`src/rtl/bird_physics_engine.sv`:
```
// Per-frame vertical physics for the bird sprite.
// Gravity, flap impulse, terminal velocity, ceiling clamp and ground death.
module bird_physics_engine #(
  parameter int Y_WIDTH  = 8,
  parameter int VY_WIDTH = 8,
  parameter int Y_START  = 60,
  parameter int GRAVITY  = 1,
  parameter int JUMP_VY  = 10,
  parameter int VY_MAX   = 4,
  parameter int Y_MIN    = 0,
  parameter int Y_MAX    = 112
) (
  input  logic                clk,
  input  logic                resetn,
  input  logic                start,
  input  logic                tick,
  input  logic                flap,
  output logic [Y_WIDTH-1:0]  bird_y,
  output logic [VY_WIDTH-1:0] bird_vy,
  output logic                update_done,
  output logic                hit_ceiling,
  output logic                dead,
  output logic                tick_overrun
);

  typedef enum logic [2:0] {
    IDLE, WAIT_TICK, UPD_VY, UPD_Y, CHECK, DEAD
  } state_t;

  localparam logic signed [VY_WIDTH:0] GRAV_W =
    (VY_WIDTH+1)'(GRAVITY);
  localparam logic signed [VY_WIDTH:0] VMAX_W =
    (VY_WIDTH+1)'(VY_MAX);
  localparam logic [VY_WIDTH-1:0] VY_JUMP =
    VY_WIDTH'(-JUMP_VY);
  localparam logic signed [Y_WIDTH+1:0] YMIN_W =
    (Y_WIDTH+2)'(Y_MIN);
  localparam logic signed [Y_WIDTH+1:0] YMAX_W =
    (Y_WIDTH+2)'(Y_MAX);
  localparam logic [Y_WIDTH-1:0] Y_START_V = Y_WIDTH'(Y_START);
  localparam logic [Y_WIDTH-1:0] Y_MIN_V   = Y_WIDTH'(Y_MIN);
  localparam logic [Y_WIDTH-1:0] Y_MAX_V   = Y_WIDTH'(Y_MAX);

  state_t state;
  logic   flap_q;
  logic   ground_q;

  logic signed [VY_WIDTH:0]  vy_sum;
  logic signed [Y_WIDTH+1:0] y_next;
  logic                      at_ceil;
  logic                      at_ground;

  always_comb begin
    vy_sum = $signed({bird_vy[VY_WIDTH-1], bird_vy}) + GRAV_W;
    y_next = $signed({2'b00, bird_y})
           + $signed({{(Y_WIDTH+2-VY_WIDTH){bird_vy[VY_WIDTH-1]}},
                      bird_vy});
    at_ceil   = y_next < YMIN_W;
    at_ground = y_next >= YMAX_W;
  end

  always_ff @(posedge clk or negedge resetn) begin
    if (!resetn) begin
      state        <= IDLE;
      bird_y       <= Y_START_V;
      bird_vy      <= '0;
      flap_q       <= 1'b0;
      ground_q     <= 1'b0;
      update_done  <= 1'b0;
      hit_ceiling  <= 1'b0;
      dead         <= 1'b0;
      tick_overrun <= 1'b0;
    end else begin
      update_done <= 1'b0;
      hit_ceiling <= 1'b0;
      if (start) begin
        // start outranks tick; any step in flight is dropped
        state        <= WAIT_TICK;
        bird_y       <= Y_START_V;
        bird_vy      <= '0;
        flap_q       <= 1'b0;
        ground_q     <= 1'b0;
        dead         <= 1'b0;
        tick_overrun <= 1'b0;
      end else begin
        unique case (state)
          IDLE: ;
          WAIT_TICK: begin
            flap_q <= flap_q | flap;
            if (tick) state <= UPD_VY;
          end
          UPD_VY: begin
            if (tick) tick_overrun <= 1'b1;
            // a flap arriving on the consume cycle is used now
            if (flap_q | flap) begin
              bird_vy <= VY_JUMP;
            end else if (vy_sum > VMAX_W) begin
              bird_vy <= VMAX_W[VY_WIDTH-1:0];
            end else begin
              bird_vy <= vy_sum[VY_WIDTH-1:0];
            end
            flap_q <= 1'b0;
            state  <= UPD_Y;
          end
          UPD_Y: begin
            if (tick) tick_overrun <= 1'b1;
            flap_q <= flap_q | flap;
            if (at_ceil) begin
              bird_y  <= Y_MIN_V;
              bird_vy <= '0;
            end else if (at_ground) begin
              bird_y  <= Y_MAX_V;
            end else begin
              bird_y  <= y_next[Y_WIDTH-1:0];
            end
            ground_q    <= ~at_ceil & at_ground;
            hit_ceiling <= at_ceil;
            update_done <= 1'b1;
            state       <= CHECK;
          end
          CHECK: begin
            if (tick) tick_overrun <= 1'b1;
            flap_q <= flap_q | flap;
            dead   <= ground_q;
            state  <= ground_q ? DEAD : WAIT_TICK;
          end
          DEAD: ;
          default: state <= IDLE;
        endcase
      end
    end
  end

endmodule
```
`config.mk`:
```
export PLATFORM = sky130hd
export DESIGN_NAME = bird_physics_engine
export DESIGN_NICKNAME = d
export VERILOG_FILES = /design/src/rtl/bird_physics_engine.sv
export SDC_FILE = /design/constraint.sdc
export NUM_CORES = 1
export LEC_CHECK = 0
export ABC_AREA = 1
export ABC_CLOCK_PERIOD_IN_PS = 2000
export CELL_PAD_IN_SITES_DETAIL_PLACEMENT = 2
export CELL_PAD_IN_SITES_GLOBAL_PLACEMENT = 2
export CORE_MARGIN = 5
export CORE_UTILIZATION = 30
export CTS_CLUSTER_SIZE = 40
export DETAILED_ROUTE_END_ITERATION = 8
export PLACE_DENSITY = 0.82
export SETUP_SLACK_MARGIN = 0.1
export SYNTH_ARGS = -nofsm -noshare
export SYNTH_HDL_FRONTEND = slang
export SYNTH_SLANG_ARGS = --single-unit
```
`constraint.sdc`:
```
create_clock -name clk -period 2 [get_ports clk]
set_input_delay 0.4 -clock clk [delete_from_list [all_inputs] [get_ports clk]]
set_output_delay 0.4 -clock clk [all_outputs]
set_load 0.005 [all_outputs]
```
==> metrics.txt <==
die area 7820 um2; Reg2Reg Setup Slack -0.20 ns; DRT iter0 DRCs 101; clock root cell clkbuf_8; YS warnings 0; via/cell ratio 5.41; most frequent cell after synthesis nand2_1; hold buffer count at CTS 0; Bufs on Longest Clock Path 2; RSZ-0062 raised after global routing yes; first-pass GRT wire length approximately 13000 um; Tmin final 2.20 ns; worst-path maximum fanout 4; Core Footprint 5960 um2; layout cells sized above 1 0.379; final clock skew 0.0103 ns; R2R cell count 13; synthesis-stage register bit count 25; IO Pins 25; fraction of registers with async set/reset 1.00; endpoints failing hold 0; die height 88.4 um; Post-Synth XOR/XNOR Area 0.00949; Leak 0.00144 uW; multiplexer fraction of the synthesized cell area 0; area of placed instances about 2400 um2; die width between 80 and 90 um; htree depth 1; Post-Syn Area 1850 um2; Synth Flop Type dfrtp_1; # setup viols final 16; drt drc 0; WP data arrival ~2.4 ns; clk_lat worst skew 0.29 ns; hpwl dp 5500 um; CTS Buf Count 3; kind of critical path register to register; DRT Pass-1 Iters 4; Via Count ~2300; Setup TNS -2.17 ns; Sink Count 25; CTS tree done; pwr/cell area 1290 nW/um2; num rows 28; startpoint types register; vias in the first global route 2399; outcome finished with violations; crit end category register; Final period util 1.10; Yosys cell types 31; total global routing overflow 0; Synth Area per Inst a little under 7 um2; Worst-path clk slew 0.11 ns; Core Util, Final 0.487; slew margin rel. 0.549; worst hold slack 0.473 ns; gpl congestion 0.815; part of the Yosys area used for sequential elements 0.342; f_max 455 MHz; post-synthesis compound-gate area fraction 0.0759; DR WL/cell 26.1 um; Peak VDD IR 0.000604 V; # nets final 363; Req. time, crit path 2.23 ns; post-synth top area cell dfrtp_1; Post-Synth Adder-Cell Area 0.0786; top cells by area, synth dfrtp_1 (28%), nand2_1 (20%), inv_1 (7.9%); Synth Instances 274; syn_nets 290; final setup margin -0.196 ns; maxcap violations 0; Post-Synth Simple-Gate Area 0.404; post-route cell area 2900 um2; top cells by count, synth nand2_1 (99), inv_1 (39), nor2_1 (26); slew of the pin with the lowest slew margin 0.672 ns; share of the synthesized area in the top cell type 0.285; RR Startpoint bird_vy[0]; failing checks setup timing; Pins Over Slew Limit 0; GRT Total Usage 0.228; routed wire length 11000 um; Post-synth EDFFs 0; initial antenna violation count 0; largest family of logic cells by synthesized area simple AND/OR/NAND/NOR gates; initial core utilization 0.310; PortBufs 24; largest net degree at the start of global routing 26; Syn-to-layout area delta 57.0%; diode count 0; Final ANT Viol Nets 0; worst r2r dst bird_y[3]; Hold WC Path Type input port to async pin
through the flow:
step,power (uW),instances,worst slack [ns]
floorplan,1680,274,0.104
global placement,2320,399,-0.100
detailed placement,2440,399,-0.257
CTS,3130,407,-0.0743
global route,3930,421,-0.274
finish,3740,421,-0.196
final cells by class:
class / instances / area (um2)
clock inverter: 1 / 5.00
fill: 682 / 3060
sequential: 25 / 633
timing repair buffer: 68 / 594
inverter: 43 / 171
clock buffer: 3 / 41.3
tap: 75 / 93.8
multi-input combinational: 206 / 1360
cell families (layout without fill, tap and decap cells):
kind of cell,after synthesis,after routing
AOI/OAI and AO/OA,23,23
xor gates and xnor gates,2,2
adders and majority gates,11,11
buffers and inverters,43,115
DFF,25,25
and+or+nand+nor,170,170
where the power goes:
part | internal (uW) | switching (uW)
clock network | 141 | 198
registers | 634 | 168
logic | 1020 | 1580
total | 1790 | 1940
state kept, by name (all words and copies together), names as in the netlist:
name          count
bird_y            8
dead              1
flap_q            1
bird_vy           8
state             3
update_done       1
ground_q          1
tick_overrun      1
hit_ceiling       1
routing by layer:
| layer | wire length (um) | track usage | up-vias |
|---|---|---|---|
| li1 | - | - | 1001 |
| met1 | 4110 | 0.259 | 1151 |
| met2 | 5850 | 0.453 | 83 |
| met3 | 483 | 0.0214 | 43 |
| met4 | 532 | 0.0467 | 0 |
| met5 | 0 | 0 | - |
worst max-delay path, cell delays in order (launching register included):
cell,delay (ns)
dfrtp_2,0.46
ha_4,0.18
fa_2,0.40
nand2_4,0.10
nand2_4,0.08
nand3_2,0.11
nand2_1,0.07
nand2_1,0.10
nand2_2,0.09
nor2_4,0.11
nand2_4,0.12
nor2_4,0.11
nor2_1,0.05
nor2_1,0.14
how the worst max path moves through the flow:
stage	startpoint	end	slack, ns	cells after the start
floorplan	bird_vy[0]	ground_q	0.10	12
global placement	bird_vy[0]	ground_q	-0.1	12
detailed placement	bird_vy[0]	bird_y[3]	-0.26	13
CTS	bird_vy[0]	bird_y[3]	-0.07	13
global route	bird_vy[0]	bird_vy[4]	-0.27	14
finish	bird_vy[0]	bird_y[3]	-0.20	13
cells in the final DEF (no fill, tap or decap), types with 2 or more instances in the layout:
cell type	Yosys	routed
nand2_1	99	70
buf_4	0	41
inv_1	39	36
nand2_2	4	25
nor2_1	26	23
dfrtp_1	21	19
clkdlybuf4s50_1	0	19
nand3_1	23	16
nand2_4	0	8
nor2_4	1	7
nand3_2	0	7
ha_4	0	7
o21ai_0	8	6
a21oi_1	9	5
nor3_1	5	5
dlymetal6s2s_1	0	5
inv_2	3	4
a21oi_2	0	4
dfstp_2	4	4
clkbuf_8	0	3
buf_6	0	3
inv_4	0	2
o21ai_2	0	2
nor2_2	5	2
ha_1	10	2
dfrtp_2	0	2
repair_timing:
item	4_1_cts	5_1_grt
gates resized for setup	38	51
endpoints found under the setup margin	16	19
gates cloned	0	0
pin swaps	7	31
buffers inserted	4	14
(Power assumes the default switching activity.)
==> RTL change 1: new RTL, config.mk and constraints unchanged <==
Change the parameter `Y_WIDTH` from 8 to 6.
--- a/src/rtl/bird_physics_engine.sv
+++ b/src/rtl/bird_physics_engine.sv
@@ -1,7 +1,7 @@
 // Per-frame vertical physics for the bird sprite.
 // Gravity, flap impulse, terminal velocity, ceiling clamp and ground death.
 module bird_physics_engine #(
-  parameter int Y_WIDTH  = 8,
+  parameter int Y_WIDTH  = 6,
   parameter int VY_WIDTH = 8,
   parameter int Y_START  = 60,
   parameter int GRAVITY  = 1,
Ports: changed (resized bird_y); port bits go from 25 to 23. No check against the original RTL was run, so the function may have changed too.
==> RTL change 1 against the original RTL <==
Final area fell by 18%. Clock skew shrank 0.00097 ns. Worst setup slack improved by 0.23 ns. Largest cell class unchanged. Synthesized area is 14% lower. Critical path depth down 2. Wire length is 31% lower. Die area shrank 12%. Global-route usage shrank 4.4 points. Critical endpoint is now bird_y[2]. Sequential cell count is 2 lower. Via count is 21% lower.
Power is not compared: it rests on default switching activity, and its combinational part moved more than twofold at a synthesized area within 25%.
==> RTL change 1: results (changes against the original RTL) <==
yosys:
  synth-adder-area-share_pct: 6.766  # was 7.864%
  syn_nets: 245  # was 290
  synth.top_cells.by_count: "sky130_fd_sc_hd__nand2_1 (88), sky130_fd_sc_hd__inv_1 (30), sky130_fd_sc_hd__dfrtp_1 (19)"  # was sky130_fd_sc_hd__nand2_1 (99), sky130_fd_sc_hd__inv_1 (39), sky130_fd_sc_hd__nor2_1 (26)
  synthXorXnorAreaFrac_pct: 1.101  # was 0.9492%
  instance_count_of_the_mapped_netlist: 232  # was 274
  synth_area_leaders: "sky130_fd_sc_hd__dfrtp_1 (30%), sky130_fd_sc_hd__nand2_1 (21%), sky130_fd_sc_hd__inv_1 (7.1%), sky130_fd_sc_hd__dfstp_2 (6.6%), sky130_fd_sc_hd__ha_1 (5.5%)"  # was sky130_fd_sc_hd__dfrtp_1 (28%), sky130_fd_sc_hd__nand2_1 (20%), sky130_fd_sc_hd__inv_1 (7.9%), sky130_fd_sc_hd__ha_1 (6.8%), sky130_fd_sc_hd__nand3_1 (6.2%)
cells_and_area:
  num-nets-final: 295  # was 363
  reg_top3: "bird_vy (8), bird_y (6), state (3)"  # was bird_vy (8), bird_y (8), state (3)
  fillerInstances: 611  # was 682
  drive_above_1_share_pct: 32.03  # was 37.86%
  regArea_um2: 583.1  # was 633.1 um2
place:
  placed_cells: 335  # was 399
  detailedPlacementHpwl_mm: 4.371  # was 5.498 mm
  globalplace.congestion: 0.8313  # was 0.8154
  number_of_buffers_added_on_ports: 22  # was 24
  placement.setup.worst_slack_ns: -0.04750  # was -0.2570 ns
  placed_cell_area_mm2: 0.001984  # was 0.002375 mm2
sta:
  worst_pin_slew_ns: 0.4530  # was 0.6718 ns
  holdWs_ns: 0.4926  # was 0.4733 ns
  post_route_clock_skew_ns: 0.009298  # was 0.01027 ns
grt:
  via_count_of_the_first_global_routing_pass: 2043  # was 2399
  gr-usage-all-layers_pct: 18.37  # was 22.75%
  grt_start_max_net_pins: 24  # was 26
critical_path:
  reg2reg_from: "bird_y[2]"  # was bird_vy[0]
  reg2reg_slack_ns: 0.04  # was -0.20 ns
  cpMaxStageDelayCell: "sky130_fd_sc_hd__dfstp_2"  # was sky130_fd_sc_hd__dfrtp_2
  critical-path-max-stage-delay_ns: 0.57  # was 0.46 ns
  timing.reg2reg.worst_path_depth: 11  # was 13
  worst-endpoint-arrival_ns: 2.17  # was 2.42 ns
routing:
  routed-wl-met2_mm: 3.981  # was 5.851 mm
  vias: 1805  # was 2278
  wl_met1_mm: 3.193  # was 4.106 mm
  post_drt_wl_per_cell_um: 21.44  # was 26.06 um
  drtPass1Iterations: 4  # unchanged
  drt_wl_total_mm: 7.527  # was 10.97 mm
  wl_met3_um: 140  # was 483 um
  initialDrtViolationCount: 45  # was 101
outcome:
  run_status: "complete, no violations"  # was finished with violations
## RTL change 1: cell count changes after synthesis, moves of 4 or more
cell / change
sky130_fd_sc_hd__nor2_1: -9
sky130_fd_sc_hd__o21ai_1: +5
sky130_fd_sc_hd__nand3_1: -7
sky130_fd_sc_hd__inv_1: -9
sky130_fd_sc_hd__nand2_1: -11
sky130_fd_sc_hd__nor3_1: -4
## RTL change 1: cell type report
type | instances | area share, %
well taps | 70 | 3.671
clock buffers | 4 | 1.888
inverters | 35 | 5.611
multi-input cells | 173 | 47.51
flip-flops and latches | 23 | 24.44
repair buffers | 46 | 16.89
## RTL change 1: per-layer routing
layer | up-vias | track usage [%]
met2 | 28 | 35.50
met4 | 0 | 7.429
met1 | 931 | 20.43
li1 | 832 | -
met3 | 14 | 1.485
met5 | - | 0
## RTL change 1: how the worst max path moves through the flow
| stage | start | endpoint | slack [ns] | cells past startpoint |
|---|---|---|---|---|
| after global routing | bird_vy[1] | bird_vy[2] | -0.05 | 13 |
| after global placement | bird_y[5] | bird_y[0] | 0.03 | 11 |
| final | bird_y[2] | bird_y[2] | 0.04 | 11 |
| after CTS | bird_vy[0] | bird_y[0] | 0.09 | 11 |
| after floorplan | bird_vy[0] | ground_q | 0.24 | 10 |
| after detailed placement | bird_y[5] | bird_y[1] | -0.05 | 11 |
## RTL change 1: what timing repair did
item	in CTS	in global routing
setup endpoints to repair	16	16
hold endpoints to repair	0	0
buffers inserted	3	9
gates resized for setup	25	38
pin swaps	6	26
==> RTL change 2: new RTL, same settings <==
Made on the original files. The 6 states of `state_t` get a one-hot encoding in 6 bits.
--- a/src/rtl/bird_physics_engine.sv
+++ b/src/rtl/bird_physics_engine.sv
@@ -23,8 +23,8 @@
   output logic                tick_overrun
 );
 
-  typedef enum logic [2:0] {
-    IDLE, WAIT_TICK, UPD_VY, UPD_Y, CHECK, DEAD
+  typedef enum logic [5:0] {
+    IDLE = 6'b000001, WAIT_TICK = 6'b000010, UPD_VY = 6'b000100, UPD_Y = 6'b001000, CHECK = 6'b010000, DEAD = 6'b100000
   } state_t;
 
   localparam logic signed [VY_WIDTH:0] GRAV_W =
Behaviour: no difference found for any inputs over 10 cycles, from zero or initial values and one cycle with resetn low; not proved beyond that.
==> RTL change 2 against the original RTL <==
The run still ends with negative setup slack left. Final area up 5.6%. Non-clock buffer count unchanged. Clock skew up 0.0013 ns. Worst setup slack worse by 0.012 ns. Synthesized area up 8.4%. Sequential cell count up 3. Worst hold slack worse by 0.0025 ns. Wire length down 4.0%. Critical path type unchanged.
Power is not compared: it rests on default switching activity, and its combinational part moved more than twofold at a synthesized area within 25%.
==> RTL change 2: results (changes against the original RTL) <==
yosys:
  synth_async_sr_flop_share_pct: 100.0  # unchanged
  ys_types: 32  # was 31
  yosysWarningCount: 0  # unchanged
  synth.top_cells.by_count: "sky130_fd_sc_hd__nand2_1 (100), sky130_fd_sc_hd__inv_1 (42), sky130_fd_sc_hd__nand3_1 (28)"  # was sky130_fd_sc_hd__nand2_1 (99), sky130_fd_sc_hd__inv_1 (39), sky130_fd_sc_hd__nor2_1 (26)
  synth_area_leaders: "sky130_fd_sc_hd__dfrtp_1 (29%), sky130_fd_sc_hd__nand2_1 (19%), sky130_fd_sc_hd__inv_1 (7.9%), sky130_fd_sc_hd__nand3_1 (7.0%), sky130_fd_sc_hd__dfstp_2 (6.6%)"  # was sky130_fd_sc_hd__dfrtp_1 (28%), sky130_fd_sc_hd__nand2_1 (20%), sky130_fd_sc_hd__inv_1 (7.9%), sky130_fd_sc_hd__ha_1 (6.8%), sky130_fd_sc_hd__nand3_1 (6.2%)
  syn_nets: 306  # was 290
  yosysSeqAreaShare_pct: 35.33  # was 34.17%
place:
  number_of_buffers_added_on_ports: 24  # unchanged
  detailedPlacementHpwl_mm: 5.984  # was 5.498 mm
  globalplace.congestion: 0.8222  # was 0.8154
routing:
  vias_per_cell: 5.293  # was 5.411
  initialDrtViolationCount: 75  # was 101
  post_drt_wl_per_cell_um: 24.10  # was 26.06 um
sta:
  holdWs_ns: 0.4707  # was 0.4733 ns
  worst_pin_slew_ns: 0.4226  # was 0.6718 ns
  finalSetupViolations: 16  # unchanged
  post_route_clock_skew_ns: 0.01158  # was 0.01027 ns
  fin_ws_ns: -0.2076  # was -0.1958 ns
outcome:
  violations_in_the_final_reports: "negative setup slack"  # unchanged
  run_status: "finished with violations"  # unchanged
worst_hold_path:
  holdCritPathClass: "in2async"  # unchanged
critical_path:
  worst-path-max-fanout: 4  # unchanged
  reg2reg_from: "bird_y[2]"  # was bird_vy[0]
  cpMaxStageDelayCell: "sky130_fd_sc_hd__dfstp_2"  # was sky130_fd_sc_hd__dfrtp_2
  regToRegEndpoint: "bird_y[2]"  # was bird_y[3]
  cpLargestDelayFamily: "simple AND/OR/NAND/NOR gates"  # unchanged
  critical-path-max-stage-delay_ns: 0.61  # was 0.46 ns
  timing.reg2reg.worst_path_depth: 14  # was 13
pwr:
  irDropWorstVdd_mv: 0.2956
grt:
  via_count_of_the_first_global_routing_pass: 2601  # was 2399
  gr-usage-all-layers_pct: 22.67  # was 22.75%
  wire_length_of_the_first_global_routing_pass_mm: 14.72  # was 13.30 mm
  grt_start_max_net_pins: 29  # was 26
clock_network:
  clk_pin_slew_worst_paths_ns: 0.12
  clockRootBuffer: "sky130_fd_sc_hd__clkbuf_8"  # unchanged
  cts_max_path_buffers: 2  # unchanged
cells_and_area:
  num-nets-final: 377  # was 363
  reg_top3: "bird_vy (8), bird_y (8), state (6)"  # was bird_vy (8), bird_y (8), state (3)
  drive_above_1_share_pct: 37.50  # was 37.86%
  diodes: 0  # unchanged
## RTL change 2: changes by cell type after synthesis, sizes merged, moves of 3 or more
cell,unedited run,this run
inv,42,45
nand2,103,107
nand3,23,29
nand4,1,6
nor2,33,29
## RTL change 2: how the worst max path moves through the flow
stage | from | endpoint
finish | bird_y[2] | bird_y[2]
global route | bird_y[2] | bird_y[2]
CTS | bird_vy[0] | bird_y[2]
detailed placement | bird_y[6] | bird_vy[0]
global placement | bird_y[6] | bird_vy[0]
floorplan | bird_vy[0] | bird_y[1]
## RTL change 2: what timing repair did
action                                 in CTS  in global routing
setup endpoints to repair                  18                 25
resized for setup                          46                 40
pin swaps                                  20                 22
setup buffers                              12                 10
endpoints found under the hold margin       0                  0
## RTL change 2: report_power, final
| group | switching, mW | leakage, nW | total [mW] | internal, mW |
|---|---|---|---|---|
| clock network | 0.219 | 0.0357 | 0.488 | 0.269 |
| logic | 0.281 | 1.13 | 0.444 | 0.163 |
| registers | 0.0301 | 0.364 | 0.624 | 0.594 |
| total | 0.530 | 1.53 | 1.56 | 1.03 |
## RTL change 2: kinds of logic (layout without fill, tap and decap cells)
kind of cell,count (synthesis),count (layout),synth area share [%]
AO/OA/AOI/OAI,20,20,5.879
XOR/XNOR,3,3,1.314
adder cells (fa/ha/maj),11,11,7.255
buffers and inverters,47,117,8.943
flip-flops,28,28,35.33
AND/OR/NAND/NOR,181,181,41.28
## RTL change 2: layer usage
metal	up-vias	share of wire, %	track usage [%]
li1	1054	-	-
met1	1171	42	29.25
met2	64	51	39.44
met3	24	3.7	2.046
met4	0	3.4	8.166
met5	-	0	0
## RTL change 2: area by class of cell
cell class | count | area [um2]
clock buffer | 3 | 41.29
clock inverter | 1 | 30.03
sequential | 28 | 710.7
inverter | 45 | 173.9
tap | 77 | 96.34
multi-input combinational | 215 | 1420
timing repair buffer | 68 | 588.1
fill | 743 | 3362
## RTL change 2: metrics by stage
step / instance area [um2] / instances / worst slack, ns / TNS, ns
global placement: 2496 / 411 / -0.1362 / -0.6752
CTS: 2855 / 427 / -0.03867 / -0.07650
global route: 3060 / 437 / -0.2935 / -3.610
floorplan: 2004 / 290 / 0.1546 / 0
detailed placement: 2496 / 411 / -0.1830 / -1.218
finish: 3060 / 437 / -0.2076 / -2.076
